`src/rtl/int_divider_seq.sv`:
```
// Sequential restoring integer divider: one quotient bit per cycle, valid strobe, defined divide-by-zero.
// Define INT_DIVIDER_SIGNED_EN to add two's-complement division when sgn=1.
module int_divider_seq #(
    parameter  int WIDTH = 8,
    localparam int CNT_W = $clog2(WIDTH + 1)
) (
    input  logic             clk,
    input  logic             rst,
    input  logic             start,
    input  logic             sgn,
    input  logic [WIDTH-1:0] dividend,
    input  logic [WIDTH-1:0] divisor,
    output logic             ready,
    output logic             valid,
    output logic [WIDTH-1:0] quotient,
    output logic [WIDTH-1:0] remainder,
    output logic             err
);

    typedef enum logic [1:0] {IDLE, DIV, DONE} state_t;

    state_t           state, state_nxt;
    logic [CNT_W-1:0] cnt;
    logic [WIDTH-1:0] dvd_sh;
    logic [WIDTH-1:0] dvs_mag;
    logic [WIDTH-1:0] part;
    logic [WIDTH-1:0] q_sh;
    logic [WIDTH-1:0] dvd_in;
    logic [WIDTH-1:0] dvs_in;
    logic [WIDTH-1:0] q_fix;
    logic [WIDTH-1:0] r_fix;
    logic [WIDTH:0]   part_sh;
    logic [WIDTH-1:0] part_nxt;
    logic             fit;

    assign ready = (state == IDLE);
    assign valid = (state == DONE);

`ifdef INT_DIVIDER_SIGNED_EN
    logic neg_q, neg_r, dvd_neg, dvs_neg;

    assign dvd_neg = sgn & dividend[WIDTH-1];
    assign dvs_neg = sgn & divisor[WIDTH-1];
    assign dvd_in  = dvd_neg ? -dividend : dividend;
    assign dvs_in  = dvs_neg ? -divisor : divisor;

    // Result signs are captured with the operands; magnitudes go through the unsigned core.
    always_ff @(posedge clk or posedge rst) begin
        if (rst) begin
            neg_q <= 1'b0;
            neg_r <= 1'b0;
        end else if (ready && start) begin
            neg_q <= dvd_neg ^ dvs_neg;
            neg_r <= dvd_neg;
        end
    end

    assign q_fix = neg_q ? -q_sh : q_sh;
    assign r_fix = neg_r ? -part : part;
`else
    logic unused_sgn;

    assign unused_sgn = sgn;
    assign dvd_in     = dividend;
    assign dvs_in     = divisor;
    assign q_fix      = q_sh;
    assign r_fix      = part;
`endif

    // The shifted partial remainder needs one extra bit; after a subtraction it always fits WIDTH bits.
    always_comb begin
        part_sh  = {part, dvd_sh[WIDTH-1]};
        fit      = (part_sh >= {1'b0, dvs_mag});
        part_nxt = fit ? (part_sh[WIDTH-1:0] - dvs_mag) : part_sh[WIDTH-1:0];
    end

    always_ff @(posedge clk or posedge rst) begin
        if (rst) state <= IDLE;
        else     state <= state_nxt;
    end

    always_comb begin
        state_nxt = state;
        case (state)
            IDLE:    if (start) state_nxt = (divisor == '0) ? DONE : DIV;
            DIV:     if (cnt == '0) state_nxt = DONE;
            DONE:    state_nxt = IDLE;
            default: state_nxt = IDLE;
        endcase
    end

    // Counter reaching zero marks the extra fix-up cycle in which results are published.
    always_ff @(posedge clk or posedge rst) begin
        if (rst) begin
            cnt       <= '0;
            dvd_sh    <= '0;
            dvs_mag   <= '0;
            part      <= '0;
            q_sh      <= '0;
            quotient  <= '0;
            remainder <= '0;
            err       <= 1'b0;
        end else begin
            case (state)
                IDLE: begin
                    if (start) begin
                        if (divisor == '0) begin
                            quotient  <= '1;
                            remainder <= dividend;
                            err       <= 1'b1;
                        end else begin
                            err     <= 1'b0;
                            dvd_sh  <= dvd_in;
                            dvs_mag <= dvs_in;
                            part    <= '0;
                            q_sh    <= '0;
                            cnt     <= CNT_W'(WIDTH);
                        end
                    end
                end
                DIV: begin
                    if (cnt != '0) begin
                        dvd_sh <= dvd_sh << 1;
                        part   <= part_nxt;
                        q_sh   <= {q_sh[WIDTH-2:0], fit};
                        cnt    <= cnt - 1'b1;
                    end else begin
                        quotient  <= q_fix;
                        remainder <= r_fix;
                    end
                end
                default: ;
            endcase
        end
    end

endmodule

```
`config.mk`:
```
export PLATFORM = sky130hd
export DESIGN_NAME = int_divider_seq
export DESIGN_NICKNAME = d
export VERILOG_FILES = /design/src/rtl/int_divider_seq.sv
export SDC_FILE = /design/constraint.sdc
export NUM_CORES = 1
export LEC_CHECK = 0
export CORE_UTILIZATION = 46
export CTS_CLUSTER_DIAMETER = 40
export DETAILED_ROUTE_END_ITERATION = 10
export PLACE_DENSITY = 0.78
export SLEW_MARGIN = 30
export SYNTH_ARGS = -nofsm -noshare
export SYNTH_HDL_FRONTEND = slang
export SYNTH_SLANG_ARGS = --single-unit
```
`constraint.sdc`:
```
create_clock -name clk -period 4.2 [get_ports clk]
set_input_delay 0.84 -clock clk [delete_from_list [all_inputs] [get_ports clk]]
set_output_delay 0.84 -clock clk [all_outputs]
set_load 0.01 [all_outputs]
```
-- After elaboration in Yosys (flattened, before gate mapping)
Cells that the tools add are included.
- bitwise operators: 1
- add/subtract/negate cells: 2
- eq/ne operators: 8
- muxes and demuxes: 28
- reduce and logical (&&, ||, !) cells: 10
- $lt $le $gt $ge: 1
- operator list (operator ; count):
    $mux W8 ; 14
    $pmux W8 S2 ; 5
    $mux W4 ; 3
    $ne A2 B2 Y1 const B ; 5
    $ge A9 B8 Y1 ; 1
    $logic_not A8 Y1 ; 1
    $pmux W4 S2 ; 1
    $reduce_and A4 Y1 ; 2
    $sub A8 B8 Y8 ; 1
    $mux W2 ; 3
    $logic_not A4 Y1 ; 1
    $pmux W2 S2 ; 1
    $reduce_and A2 Y1 ; 2
    $reduce_bool A4 Y1 ; 1
    $sub A4 B1 Y4 const B ; 1
    $reduce_and A3 Y1 ; 1
    $eq A2 B1 Y1 const B ; 1
    $eq A2 B2 Y1 const B ; 1
    $logic_not A2 Y1 ; 1
    $ne A2 B1 Y1 const B ; 1
    $reduce_bool A2 Y1 ; 1
    $mux W1 ; 1
    $not A1 Y1 ; 1
- input port bits: 20
- output and inout bits: 19
- logic and storage cells: 59
- flip-flop bits (word level): 55

-- Longest topological paths before layout
Gate-level depths: netlist of run 1.
- depth after elaboration: 4
- depth in mapped cells: 8
- mapped depth without buffers: 8

-- Least setup slack after synthesis of run 1
OpenSTA, ideal clock, no wires.
- path kind: input to register
- start point: in divisor[0]
- end point: reg dvs_mag[0]
- stages on the path: 4
- path buffers: 1
- path slack: 2.215 ns
- arrival time: 1.861 ns
- setup time: 0.125 ns
- data required time: 4.075 ns
- path through: nor4_4 a2111oi_4 buf_4 mux2_2
- word-level cells in the longest chain between the ends: 3
- ends and longest elaborated chain (element ; line ; RTL):
    start, declared ; 12 ; input logic [WIDTH-1:0] divisor,
    $logic_not A8 Y1 ; 107 ; if (divisor == '0) begin
    $not A1 Y1 (no source line) ; n/a ;
    $reduce_and A3 Y1 (no source line) ; n/a ;
    end signal, assigned ; 114 ; dvs_mag <= dvs_in;
    end, declared ; 25 ; logic [WIDTH-1:0] dvs_mag;
Parallel ways exist; a longest one is shown, timed or not.
A chain may end at the register's enable or synchronous reset.

-- Worst setup path after layout of run 1
- start point: in divisor[3]
- end point: reg quotient[0]
- word-level cells in the longest chain between the ends: 3
- ends and longest elaborated chain (element ; line ; RTL):
    $logic_not A8 Y1 ; 107 ;
    $ne A2 B1 Y1 (no source line) ; n/a ;
    $reduce_and A4 Y1 (no source line) ; n/a ;
    end signal, assigned ; 128 ; quotient <= q_fix;
    end, declared ; 15 ; output logic [WIDTH-1:0] quotient,
No other way between the ends.

==> results of run 1 <==
[power groups by stage]
| stage | registers, W | clock network, W | logic, W |
|---|---|---|---|
| detailed placement | 0.000968 | 0 | 0.00164 |
| floorplan | 0.000958 | 0 | 0.00123 |
| global route | 0.000986 | 0.000331 | 0.00185 |
| finish | 0.000952 | 0.000305 | 0.00164 |
| CTS | 0.000954 | 0.000311 | 0.00165 |
| global placement | 0.000958 | 0 | 0.00159 |
[sequential cells by signal (all words and copies together) (netlist names)]
signal	count
dvd_sh	8
dvs_mag	8
part	8
q_fix	8
quotient	8
remainder	8
cnt	4
state	2
err	1
[worst min-delay path, delay by kind of cell, from the launching register on]
kind | cells | cell delay, ns
compound gates | 1 | 0.06
flops | 1 | 0.36
simple gates | 1 | 0.05
[routing by layer]
metal,part of all wire [%],GRT usage (%)
met1,46,24.91
met2,50,32.88
met3,3.9,3.977
met4,1.0,4.821
met5,0,0
[final cells by class]
type                            count  area, µm²  share of cell area (%)
Timing Repair Buffer               41      400.4                   11.98
Inverter                           15      56.30                   1.685
Multi-Input combinational cell    201       1324                   39.61
Clock inverter                      3      22.52                  0.6739
Tap cell                           75      93.84                   2.808
Clock buffer                        5      68.82                   2.059
Sequential cell                    55       1376                   41.18
[Yosys cell counts, types with 4 or more instances]
library cell,count
xor2_1,4
and2_1,7
a21oi_2,14
a32oi_1,4
o21ai_0,19
a22o_1,9
nor2_1,32
nor2b_1,5
dfrtp_1,55
ha_1,10
mux2i_1,4
nand2b_1,7
buf_4,4
nand2_1,31
buf_2,6
a21oi_1,23
inv_1,14
[path summary, 6_finish.rpt]
path                       depth (start not counted)  slack (ns)           end
setup / recovery                                   7        1.46   quotient[0]
hold / removal                                     2        0.50     dvd_sh[4]
setup reg to reg                                   4        1.86     dvd_sh[3]
hold reg to reg                                    2        0.50     dvd_sh[4]
max in group asynchronous                          3        2.46    dvs_mag[0]
min in group asynchronous                          2        1.01  remainder[4]
[through the flow]
| stage | hold WS, ns | area [µm²] | worst slack (ns) | std cells | util [%] |
|---|---|---|---|---|---|
| floorplan | 0.4502 | 2844 | 2.017 | 285 | - |
| global placement | 0.4611 | 3248 | 1.155 | 387 | 54.54 |
| detailed placement | 0.4713 | 3248 | 1.099 | 387 | 54.54 |
| CTS | 0.4952 | 3339 | 1.430 | 395 | 56.07 |
| global route | 0.5236 | 3342 | 1.292 | 395 | 56.11 |
| finish | 0.4951 | 3342 | 1.456 | 395 | 56.11 |
[kinds of logic (layout without fill, tap and decap cells)]
kind of cell,count (synthesis),in the layout,share of synthesized area (%)
DFF,55,55,48.39
and+or+nand+nor,95,95,17.20
adders and majority gates,11,11,5.103
xor gates and xnor gates,7,7,2.156
AOI/OAI and AO/OA,83,83,20.19
muxes,5,5,1.804
buffers and inverters,29,64,5.147
==> summary.md, run 1 <==
| Metric | Value |
|---|---|
| Status | finished clean |
| Leakage power | 1.428 nW |
| Via/cell ratio | 5.304 |
| Clock Skew | 0.006400 ns |
| Worst-path fanout max | 26 |
| N_diodes | 0 |
| Number of CTS-inserted buffers | 5 |
| Router iterations before antenna repair | 4 |
| TNS Setup | 0 ns |
| CP arrival | 2.99 ns |
| Unrepaired setup endpoints after global routing | no |
| Clk pin slew, worst setup/hold paths | 0.10 ns |
| Overflow after GRT | 0 |
| Worst vdd ir | 0.3386 mV |
| Post-synth top area share | 48.39% |
| Initial drt markers | 144 |
| Pint | 0.001628 W |
| DR vias | 2095 |
| Ys async rst share | 100.0% |
| Total track usage | 19.30% |
| Final estimated routing congestion in global placement | 0.8557 |
| Die width | 80.63 µm |
| Hold_sp | dvd_sh[4] |
| Root Buffer Master | clkbuf_8 |
| Vias in the first global route | 2010 |
| Period minus WS final | 2.744 ns |
| Buf/Inv on CP | 2 |
| Slowest cell on the critical path | a21oi_4 |
| Die ar. | 6501 µm² |
| Buffers on Ports | 37 |
| Initial Utilization | 47.75% |
| Critical Path Source Type | primary input |
| Initial antenna violation count | 0 |
| Combinational Power Share | 56.5% |
| Setup crit end kind | flip-flop |
| Commonest non-fill, non-tap cell in the layout | dfrtp_1 |
| Wire per inst | 13.99 µm |
| Row count | 28 |
| WL final | 5526 µm |
| Largest net degree at the start of global routing | 41 |
| Least-Margin Pin Slew | 0.8346 ns |
| Hold-fix buffers at CTS | 0 |
| Top post-synthesis cells by area | dfrtp_1, ha_1, a21oi_2 |
| Share of cells above drive strength 1 | 12.81% |
| Unique masters post-synth | 41 |
| Fin. max-slew vios | 0 |
| Critical Path Source | divisor[3] |
| ANT nets after route | 0 |
| Synth-to-layout area growth | 17.51% |
| Post-DP HPWL | 4119 µm |
| Most area-hungry cell type in the Yosys netlist | dfrtp_1 |
| FILL cells | 542 |
| Final setup viols | 0 |
| H-tree depth | 2 |
| Clock sink count | 55 |
| Sw Ratio | 43.70% |
| CTS tree | yes |
| Synth Area per Inst | 9.979 µm² |
| Pwr per Cell Area | 865.3 nW/µm² |
| Worst r2r src | state[1] |
| Req. time, crit path | 4.45 ns |
| Synth Flop Type | dfrtp_1 |
| Largest stage delay, worst path | 0.67 ns |
| Max_slew headroom | 44.28% |
| Max cap viols | 0 |
| Switch Pwr | 0.001264 W |
| CP Class | in2reg |
| Final hold violations | 0 |
| CP Cell Sequence | clkdlybuf4s50_1, nor4_4, nand4b_2, a21oi_4, buf_4, nor2_1, a21oi_2 |
| Clock latency on the worst-skew pair | 0.31 ns |
| Core box area | 5956 µm² |
| First-pass GRT wire length | 9487 µm |
| Tightest Hold Check Type | reg2reg |
| Yosys reg bits | 55 |
| Nets | 350 |
| EDFF count, synth | 0 |
| Post-Synthesis Cells | 285 |
| Post-Syn Nets | 316 |
| Power consumption | 0.002892 W |
| Maximum clock frequency | 364.4 MHz |
| CTS Buffer Depth | 2 |
| Tcrit/Tclk final | 65.34% |
| IO Pins | 39 |
| Clk pwr share | 10.5% |
| DRC | 0 |
| Post-CTS sizing | 0 |
| Reg power frac | 32.9% |
| Synth warn | 0 |
| Sequential area share after synthesis | 48.39% |
| Synth Cell Area | 2844 µm² |
| Largest delay share family, worst path | compound AO/OA/AOI/OAI gates |
| Chip height | 80.63 µm |
| Most frequent cells in the layout | dfrtp_1, clkdlybuf4s50_1, nor2_1, nand2_1, a21oi_1 |
| Setup bufs post-CTS | 0 |
Power figures use the tool's default switching activity.
==> run 2, diff against run 1 <==
clock period = 2.6 ns   (was 4.2 ns; I/O delays follow)
==> summary.md, run 2 (same netlist as run 1, synthesis figures left out) <==
| Metric | Value |
|---|---|
| Pint | 0.002753 W (+69%) |
| Clk pwr share | 10.7% (+0.2 points) |
| Final setup viols | 0 (unchanged) |
| Combinational Power Share | 56.9% (+0.4 points) |
| DR vias | 2143 (+2.3%) |
| Maximum clock frequency | 454.2 MHz |
| Tcrit/Tclk final | 84.68% |
| Unrepaired setup endpoints after global routing | no |
| Fin. max-slew vios | 0 (unchanged) |
| Via/cell ratio | 5.358 (+1.0%) |
| Chip height | 80.63 µm (unchanged) |
| Post-DP HPWL | 4136 µm (+0.42%) |
| Period minus WS final | 2.202 ns |
| Die width | 80.63 µm (unchanged) |
| Wire per inst | 13.97 µm (-0.18%) |
| IO Pins | 39 (unchanged) |
| Final estimated routing congestion in global placement | 0.8298 (-3.0%) |
| Worst-path fanout max | 12 (-54%) |
| Critical Path Source | part[5] |
| Req. time, crit path | 2.85 ns (-1.60 ns) |
| Clk pin slew, worst setup/hold paths | 0.09 ns (about the same) |
| Initial drt markers | 174 (+21%) |
| DRC | 0 (unchanged) |
| First-pass GRT wire length | 9832 µm (+3.6%) |
| Commonest non-fill, non-tap cell in the layout | dfrtp_1 |
| Number of CTS-inserted buffers | 5 (unchanged) |
| Min Hold Slack | 0.4966 ns (+0.001498 ns) |
| Max cap viols | 0 (unchanged) |
| Max_slew headroom | 62.21% (+18 points) |
| Post-CTS sizing | 0 (unchanged) |
| Synth-to-layout area growth | 20.06% |
| Router iterations before antenna repair | 4 (unchanged) |
| Die ar. | 6501 µm² (unchanged) |
| WL final | 5586 µm (+1.1%) |
| Clock sink count | 55 (unchanged) |
| Reg power frac | 32.3% (-0.6 points) |
| Critical Path Source Type | flip-flop |
| Most frequent cells in the layout | dfrtp_1, clkdlybuf4s50_1, nor2_1, nand2_1, a21oi_1 |
| Switch Pwr | 0.002041 W (+62%) |
| Least-Margin Pin Slew | 0.5668 ns (-0.2678 ns) |
| Leakage power | 1.459 nW (+2.2%) |
| Initial antenna violation count | 0 (unchanged) |
| Clock latency on the worst-skew pair | 0.30 ns (about the same) |
| TNS Setup | 0 ns (unchanged) |
| Initial Utilization | 47.75% (unchanged) |
| CP arrival | 2.45 ns (-0.54 ns) |
| Worst r2r src | part[5] |
| Hold_sp | dvd_sh[4] |
| Clock Skew | 0.002341 ns (-0.004059 ns) |
| Sw Ratio | 42.58% (-1.1 points) |
| Core box area | 5956 µm² (unchanged) |
| Total track usage | 19.82% (+0.52 points) |
| Largest net degree at the start of global routing | 36 (-12%) |
| Status | finished clean |
| ANT nets after route | 0 (unchanged) |
| Row count | 28 (unchanged) |
| CP Class | reg2reg |
| Nets | 355 (+1.4%) |
| CTS tree | yes |
| H-tree depth | 2 (unchanged) |
| FILL cells | 527 (-2.8%) |
| CTS Buffer Depth | 2 (unchanged) |
| Vias in the first global route | 2122 (+5.6%) |
| Post-layout util | 57.33% (+1.2 points) |
| Overflow after GRT | 0 (unchanged) |
| Pwr per Cell Area | 1404 nW/µm² (+62%) |
| Worst vdd ir | 0.8590 mV (+150%) |
| Tightest Hold Check Type | reg2reg |
| Final hold violations | 0 (unchanged) |
| Buffers on Ports | 37 (unchanged) |
| Setup bufs post-CTS | 0 (unchanged) |
| Root Buffer Master | clkbuf_8 |
| Setup crit end kind | flip-flop |
| Share of cells above drive strength 1 | 13.85% (+1.0 points) |
| N_diodes | 0 (unchanged) |
| Hold-fix buffers at CTS | 0 (unchanged) |
## run 2: final timing paths
kind | cells after the start | to | slack [ns]
max reg2reg | 6 | part[1] | 0.40
max in group asynchronous | 3 | cnt[3] | 1.52
min in group asynchronous | 2 | remainder[3] | 0.55
min | 2 | dvd_sh[4] | 0.50
max | 6 | part[1] | 0.40
min reg2reg | 2 | dvd_sh[4] | 0.50
## run 2: power groups by stage
stage / combinational (W) / clock [W] / sequential (W)
5_1_grt: 0.00306 / 0.000576 / 0.00160
3_3_place_gp: 0.00266 / 0 / 0.00155
3_5_place_dp: 0.00272 / 0 / 0.00156
6_report: 0.00273 / 0.000515 / 0.00155
2_1_floorplan: 0.00198 / 0 / 0.00155
4_1_cts: 0.00274 / 0.000529 / 0.00155
## run 2: metal layers
layer / vias up / GRT usage [%] / part of all wire [%]
li1: 1052 / - / -
met1: 1042 / 26.90 / 46
met2: 44 / 32.20 / 50
met3: 5 / 4.091 / 4.0
met4: 0 / 5.000 / 0.75
met5: - / 0 / 0
## run 2: through the flow
step	instances	power (W)	setup slack (ns)	area [µm²]
after detailed placement	392	0.004282	0.2422	3311
after floorplan	285	0.003533	0.7371	2844
after global routing	400	0.005236	0.2253	3415
after CTS	400	0.004813	0.3961	3415
after global placement	392	0.004205	0.2615	3311
final	400	0.004795	0.3984	3415
## run 2: final cells by class
class	count	area, µm²	share of cell area, %
clock inverters	1	7.507	0.2199
multi-input cells	201	1321	38.70
clock buffers	7	96.34	2.822
flip-flops and latches	55	1376	40.31
well taps	75	93.84	2.748
inverters	15	56.30	1.649
repair buffers	46	462.9	13.56
## run 2: critical path: stages (launching register included)
cell and delay (ns):
dfrtp_1 0.44, ha_1 0.39, a21oi_1 0.27, o221ai_1 0.16
a21oi_2 0.45, mux2i_1 0.28, a22o_1 0.15
==> run 3, diff against run 2 <==
clock period = 2.08 ns   (was 2.6 ns; I/O delays follow)
==> summary.md, run 3 (same netlist as run 1, synthesis figures left out) <==
| Metric | Value |
|---|---|
| Status | finished clean |
| Clock latency on the worst-skew pair | 0.31 ns (about the same) |
| Nets | 361 (+1.7%) |
| Vias in the first global route | 2123 (+0.047%) |
| DRC | 0 (unchanged) |
| Router iterations before antenna repair | 4 (unchanged) |
| Synth-to-layout area growth | 21.91% |
| DR vias | 2176 (+1.5%) |
| Tightest Hold Check Type | in2async |
| Initial drt markers | 158 (-9.2%) |
| Most frequent cells in the layout | dfrtp_1, clkdlybuf4s50_1, nor2_1, nand2_1, a21oi_1 |
| CTS Buffer Depth | 2 (unchanged) |
| Maximum clock frequency | 510.7 MHz (+12%) |
| Initial antenna violation count | 0 (unchanged) |
| Chip height | 80.63 µm (unchanged) |
| FILL cells | 515 (-2.3%) |
| Final estimated routing congestion in global placement | 0.8101 (-2.4%) |
| Max cap viols | 0 (unchanged) |
| Row count | 28 (unchanged) |
| Least-Margin Pin Slew | 0.5109 ns (-0.05590 ns) |
| CTS tree | yes |
| First-pass GRT wire length | 9708 µm (-1.3%) |
| Clk pin slew, worst setup/hold paths | 0.10 ns (about the same) |
| Overflow after GRT | 0 (unchanged) |
| Wire per inst | 14.82 µm (+6.1%) |
| Power consumption | 0.006193 W (+29%) |
| Pre-CTS setup slack | -0.1269 ns (-0.3691 ns) |
| Via/cell ratio | 5.360 (about the same) |
| Die width | 80.63 µm (unchanged) |
| Largest net degree at the start of global routing | 56 (+56%) |
| IO Pins | 39 (unchanged) |
| Total track usage | 19.84% (+0.024 points) |
| Setup bufs post-CTS | 0 (unchanged) |
| CP arrival | 2.17 ns (-0.28 ns) |
| Worst-path fanout max | 3 (-9) |
| Post-DP HPWL | 4362 µm (+5.5%) |
| Leakage power | 1.492 nW (+2.2%) |
| Hold-fix buffers at CTS | 0 (unchanged) |
| CP Class | reg2reg |
| Tcrit/Tclk final | 94.14% (+9.5 points) |
| H-tree depth | 2 (unchanged) |
| Req. time, crit path | 2.29 ns (-0.56 ns) |
| Pwr per Cell Area | 1786 nW/µm² (+27%) |
| Buffers on Ports | 37 (unchanged) |
| TNS Setup | 0 ns (unchanged) |
| Critical Path Source Type | flip-flop |
| Worst reg2reg path depth | 8 (+2) |
| Core box area | 5956 µm² (unchanged) |
| Clock Skew | 0.005784 ns (+0.003443 ns) |
| Clock sink count | 55 (unchanged) |
| Initial Utilization | 47.75% (unchanged) |
| Share of cells above drive strength 1 | 16.01% (+2.2 points) |
| Post-route setup slack | 0.1220 ns (-0.2765 ns) |
| Root Buffer Master | clkbuf_8 |
| Worst vdd ir | 0.7840 mV (-8.7%) |
| Fin. max-slew vios | 0 (unchanged) |
| Setup crit end kind | flip-flop |
| WL final | 6018 µm (+7.7%) |
| Final hold violations | 0 (unchanged) |
| Unrepaired setup endpoints after global routing | no |
| Reg-to-reg slack, setup | 0.12 ns (-0.28 ns) |
| ANT nets after route | 0 (unchanged) |
| Final setup viols | 0 (unchanged) |
| Commonest non-fill, non-tap cell in the layout | dfrtp_1 |
| N_diodes | 0 (unchanged) |
| Number of CTS-inserted buffers | 5 (unchanged) |
| Period minus WS final | 1.958 ns (-0.2435 ns) |
| Max_slew headroom | 65.86% (+3.6 points) |
| Post-CTS sizing | 0 (unchanged) |
| Die ar. | 6501 µm² (unchanged) |
run 3: cell types whose count changed in the layout (fill, tap and decap cells not counted), sizes merged:
cell,previous run,this run
buf,9,15
clkbuf,7,5
clkinv,0,2
clkinvlp,1,0
inv,15,16
run 3: per-layer routing:
metal	GRT usage [%]	part of all wire [%]
met3	2.159	3.7
met2	34.32	51
met5	0	0
met1	25.22	43
met4	7.857	1.9
run 3: critical path, stage by stage (launching register included):
cell and delay (ns):
dfrtp_1 0.34, inv_1 0.07, ha_1 0.23, fa_1 0.42
nand2b_1 0.19, a21oi_1 0.18, mux2i_1 0.23, a211o_1 0.16
nand2_1 0.05
run 3: stage by stage:
step	cells	area, µm²	util [%]	hold WS, ns
2_1_floorplan	285	2844	-	0.4502
3_3_place_gp	398	3368	56.55	0.4619
4_1_cts	406	3460	58.09	0.4853
5_1_grt	406	3467	58.21	0.5037
6_report	406	3467	58.21	0.4664
3_5_place_dp	398	3368	56.55	0.4734
run 3: final timing paths:
check,start,end
worst min-delay path,rst,quotient[0]
worst min register to register,dvd_sh[6],dvd_sh[6]
worst max register to register,dvd_sh[7],part[6]
min in group clk,dvd_sh[6],dvd_sh[6]
worst max-delay path,dvd_sh[7],part[6]
max in group asynchronous,rst,state[1]
run 3: cell type report:
type | count | area (µm²) | share of cell area, %
Sequential cell | 55 | 1376 | 39.70
Multi-Input combinational cell | 201 | 1329 | 38.33
Timing Repair Buffer | 52 | 520.5 | 15.01
Tap cell | 75 | 93.84 | 2.707
Clock buffer | 5 | 68.82 | 1.985
Inverter | 15 | 56.30 | 1.624
Clock inverter | 3 | 22.52 | 0.6496
run 3: report_power, final:
group	switching, W	total, W	internal [W]
Combinational	0.00198	0.00364	0.00166
Clock	0.000370	0.000612	0.000242
Sequential	0.000357	0.00194	0.00158
